$ cat src/rtl/tdm_demultiplexer_1by8.sv
// One-bit to eight-bit TDM demultiplexer: addressed single-bit routing, or
// auto-scan framing where eight valid bits are collected and published atomically.
module tdm_demultiplexer_1by8 (
  input  logic clk,
  input  logic rst,
  input  logic D,
  input  logic V,
  input  logic M,
  input  logic S0,
  input  logic S1,
  input  logic S2,
  output logic Y0,
  output logic Y1,
  output logic Y2,
  output logic Y3,
  output logic Y4,
  output logic Y5,
  output logic Y6,
  output logic Y7,
  output logic DONE,
  output logic BUSY,
  output logic C0,
  output logic C1,
  output logic C2
);

  typedef enum logic {IDLE = 1'b0, FILL = 1'b1} state_t;

  state_t     r_state;
  logic [2:0] r_slot;
  logic [7:0] r_shadow;
  logic [7:0] r_y;
  logic       r_done;

  state_t     w_state_nxt;
  logic [2:0] w_slot_nxt;
  logic [7:0] w_shadow_nxt;
  logic [7:0] w_y_nxt;
  logic       w_done_nxt;
  logic [2:0] w_idx;

  assign w_idx = {S2, S1, S0};

  always_ff @(posedge clk) begin
    if (rst) begin
      r_state  <= IDLE;
      r_slot   <= 3'd0;
      r_shadow <= 8'd0;
      r_y      <= 8'd0;
      r_done   <= 1'b0;
    end else begin
      r_state  <= w_state_nxt;
      r_slot   <= w_slot_nxt;
      r_shadow <= w_shadow_nxt;
      r_y      <= w_y_nxt;
      r_done   <= w_done_nxt;
    end
  end

  // Leaving auto-scan abandons any partial frame; the addressed write still lands.
  always_comb begin
    w_state_nxt  = r_state;
    w_slot_nxt   = r_slot;
    w_shadow_nxt = r_shadow;
    w_y_nxt      = r_y;
    w_done_nxt   = 1'b0;
    if (!M) begin
      w_state_nxt = IDLE;
      w_slot_nxt  = 3'd0;
      if (V) w_y_nxt[w_idx] = D;
    end else if (V) begin
      case (r_state)
        IDLE: begin
          w_shadow_nxt[0] = D;
          w_slot_nxt      = 3'd1;
          w_state_nxt     = FILL;
        end
        FILL: begin
          w_shadow_nxt[r_slot] = D;
          if (r_slot == 3'd7) begin
            // Final bit bypasses the shadow so the frame publishes on this edge.
            w_y_nxt     = {D, r_shadow[6:0]};
            w_done_nxt  = 1'b1;
            w_slot_nxt  = 3'd0;
            w_state_nxt = IDLE;
          end else begin
            w_slot_nxt = r_slot + 3'd1;
          end
        end
        default: begin
          w_state_nxt = IDLE;
          w_slot_nxt  = 3'd0;
        end
      endcase
    end
  end

  assign {Y7, Y6, Y5, Y4, Y3, Y2, Y1, Y0} = r_y;
  assign DONE         = r_done;
  assign BUSY         = (r_state == FILL);
  assign {C2, C1, C0} = r_slot;

endmodule
$ cat config.mk
export PLATFORM = sky130hd
export DESIGN_NAME = tdm_demultiplexer_1by8
export DESIGN_NICKNAME = d
export VERILOG_FILES = /design/src/rtl/tdm_demultiplexer_1by8.sv
export SDC_FILE = /design/constraint.sdc
export NUM_CORES = 1
export LEC_CHECK = 0
export ABC_AREA = 1
export BUFFER_PORTS_ARGS = -buffer_cell sky130_fd_sc_hd__buf_2
export CAP_MARGIN = 20
export CORE_MARGIN = 4
export CORE_UTILIZATION = 35
export CTS_CLUSTER_DIAMETER = 40
export DETAILED_ROUTE_END_ITERATION = 6
export HOLD_SLACK_MARGIN = 0.08
export SYNTH_ARGS = -nofsm -noshare
export SYNTH_HDL_FRONTEND = slang
export SYNTH_SLANG_ARGS = --single-unit
$ cat constraint.sdc
create_clock -name clk -period 2.8 [get_ports clk]
set_clock_uncertainty 0.1 [all_clocks]
set_input_delay 0.14 -clock clk [delete_from_list [all_inputs] [get_ports clk]]
set_output_delay 0.14 -clock clk [all_outputs]
set_load 0.05 [all_outputs]
==> impl_metrics.yaml <==
layout:
  multi_input_area_um2: 599
  areaGrowthSynthToFinish_pct: 16.0
  drive_gt1_frac: 0.197
  seqCellArea_um2: 400
  utilization: 0.423
  fillers: 327
  num_antenna_cells: 0
  fin_nets: 205
synthesis:
  synth_top_family_by_area: "simple AND/OR/NAND/NOR gates"
  synth_area_leaders: "dfxtp_1 36%, nand2_1 17%, nor2_1 9.5%, nand3_1 6.3%, inv_1 4.8%"
  yosysTopAreaCell: "dfxtp_1"
  yosys.area.top_type_share: 0.362
  synth-seq-cells: 20
  synth_compound_area_frac: 0.0793
  synthCells: 170
  yosys.area_share.adder: 0.0227
  synthSimpleGateAreaFrac: 0.441
  synth.mux.area_fraction: 0
  yosysUniqueCellTypes: 22
  netlist_area_um2: 1100
  yosys_warnings: 0
  synth_xor_area_frac: 0
  ys_seq_area_frac: 0.362
  synth_fp_nets: 180
  syn_avg_cell_area_um2: 6.50
power_and_ir_drop:
  peakVddDrop_v: 0.000168
  p_leak_nw: 0.611
  p_int_mw: 0.373
  power_frac_comb: 0.193
  p_per_area_nw_per_um2: 425
  swShare: 0.316
  seq_power_share: 0.549
  pwr-share-clk: 0.258
  p_sw_mw: 0.172
sta:
  fmax_mhz: 574
  finalHoldViolations: 0
  rsz0062_at_grt: "false"
  slew_viol_final: 0
  setup-tns-final_ps: 0
  period_minus_slack_ps: 1740
  finalSetupViolations: 0
  relSlewSlack: 0.696
  tightestPinTransition_ps: 456
  fin_crit_sh: 0.622
cts:
  cts_sinks: 20
  cts_tree: "built"
  clock_path_buffers: 2
  clkTransAtPathRegs_ps: 110
  h-tree-depth: 1
  cts_root_buf: "clkbuf_4"
  clock_latency_ps: 290
  cts.repair.resized: 0
  cts_buffers: 3
min_path:
  hp-class: "primary input to register"
  hp-start: "M"
setup_path:
  worstPathRequired_ps: 2890
  rrSetupSlack_ps: 1110
  crit_path_end_kind: "register"
  rr_startpoint: "r_slot[2]"
  cp-endpoint: "r_shadow[4]"
  cp-startpoint: "V"
  r2r_cells: 6
  critPathMaxFanout: 6
  r2r_end: "r_shadow[4]"
  criticalPathCategory: "primary input to register"
  critPathArrivalTime_ps: 1830
  cp-start-kind: "primary input"
global_route:
  grt_pass1_wl_um: 4460
  grt.total_usage: 0.134
  grt_pass1_vias: 1094
  grt_max_degree: 16
  antenna_found_initial: 0
  gr-total-overflow: 0
routing:
  post-route-drc-count: 0
  detail_route.iter0.violations: 62
  via_per_inst: 4.58
  ant_nets: 0
  dr.pass1.iters: 4
  vias: 1086
  wl_um: 2540
  routedWlPerCell_um: 10.7
placed_design:
  dp_hpwl_um: 1920
  gp_congestion: 0.837
  port_buffers: 20
status:
  status: "complete, no violations"
die:
  start_util: 0.365
  fp-row-count: 20
  die_h_um: 64.2
  coreArea_um2: 3030
  die_area_um2: 4120
  io_pins: 21
  die_x_um: 64.2
flow_run:
  drv_cap: 0
## critical path, cell delays in order
cell and delay [ps]:
dlygate4sd3_1 510, buf_2 170, nand2_2 110, nor2_4 140
nand3_1 80, nand2_1 70, a21oi_1 50, dlygate4sd3_1 550
## cell families (layout without fill, tap and decap cells)
kind of cell               after synthesis  in the layout
DFF                                     20             20
AOI/OAI and AO/OA                       17             17
adders and majority gates                2              2
and+or+nand+nor                        110            110
buffers and inverters                   21             44
## cells in the mapped netlist
cell type  instances
a211oi_1           1
a21oi_1            9
clkbuf_8           1
nor2_4             1
nand2_2            8
nand3b_1           2
nand4_1            2
nor2_2             2
o21ai_1            3
nand2_1           49
and2_1             1
nor3_1             2
dfxtp_1           20
nand3_1           14
nor2_1            28
ha_1               2
nand3_2            1
inv_1             14
buf_6              2
inv_2              3
buf_2              1
o21ai_0            4
## flip-flops by register name, indices dropped and copies added (netlist names)
name / flops
BUSY: 1
DONE: 1
r_shadow: 7
r_slot: 3
r_y: 8
## area by class of cell
type	instances	share of cell area
Sequential cell	20	0.312
Timing Repair Buffer	24	0.109
Clock buffer	3	0.0176
Tap cell	44	0.0430
Multi-Input combinational cell	129	0.468
Inverter	17	0.0498
## how the worst min path moves through the flow
stage	depth (start not counted)	slack, ps	to
floorplan	1	110	r_shadow[2]
global placement	2	230	r_shadow[2]
detailed placement	2	240	r_shadow[4]
CTS	3	130	r_slot[2]
global route	3	150	BUSY
finish	3	140	r_slot[1]
## placed cells by master (no fill, tap or decap), types with 2 or more instances in the layout
master         instances
nand2_1               49
nor2_1                28
dfxtp_1               20
buf_2                 20
inv_1                 14
nand3_1               14
a21oi_1                9
nand2_2                8
o21ai_0                4
dlygate4sd3_1          4
inv_2                  3
o21ai_1                3
clkbuf_4               3
nand3b_1               2
nor3_1                 2
nor2_2                 2
nand4_1                2
ha_1                   2
## what timing repair did
action / CTS / global route
hold buffers: 4 / 0
setup buffers: 0 / 0
endpoints found under the hold margin: 5 / 0
## power by group through the flow
stage | logic, mW | registers [mW] | clock network [mW]
final | 0.105 | 0.299 | 0.141
after global routing | 0.116 | 0.301 | 0.159
after CTS | 0.106 | 0.299 | 0.148
after detailed placement | 0.102 | 0.305 | 0
after global placement | 0.101 | 0.305 | 0
after floorplan | 0.0529 | 0.332 | 0
## metrics by stage
step	hold slack (ps)	instance area [um2]	total power, mW	worst slack (ps)	instances
6_report	143	1280	0.545	1060	237
5_1_grt	155	1280	0.576	945	237
4_1_cts	135	1280	0.552	1090	237
3_5_place_dp	235	1220	0.408	1200	230
3_3_place_gp	231	1220	0.406	1270	230
2_1_floorplan	109	1100	0.385	972	170
## metal layers
metal / vias up / global-route usage / share of wire
met3: 2 / 0.0422 / 0.056
met5: - / 0 / 0
met4: 0 / 0.0422 / 0.0059
li1: 585 / - / -
met1: 472 / 0.168 / 0.48
met2: 27 / 0.217 / 0.45
(Power assumes the default switching activity.)
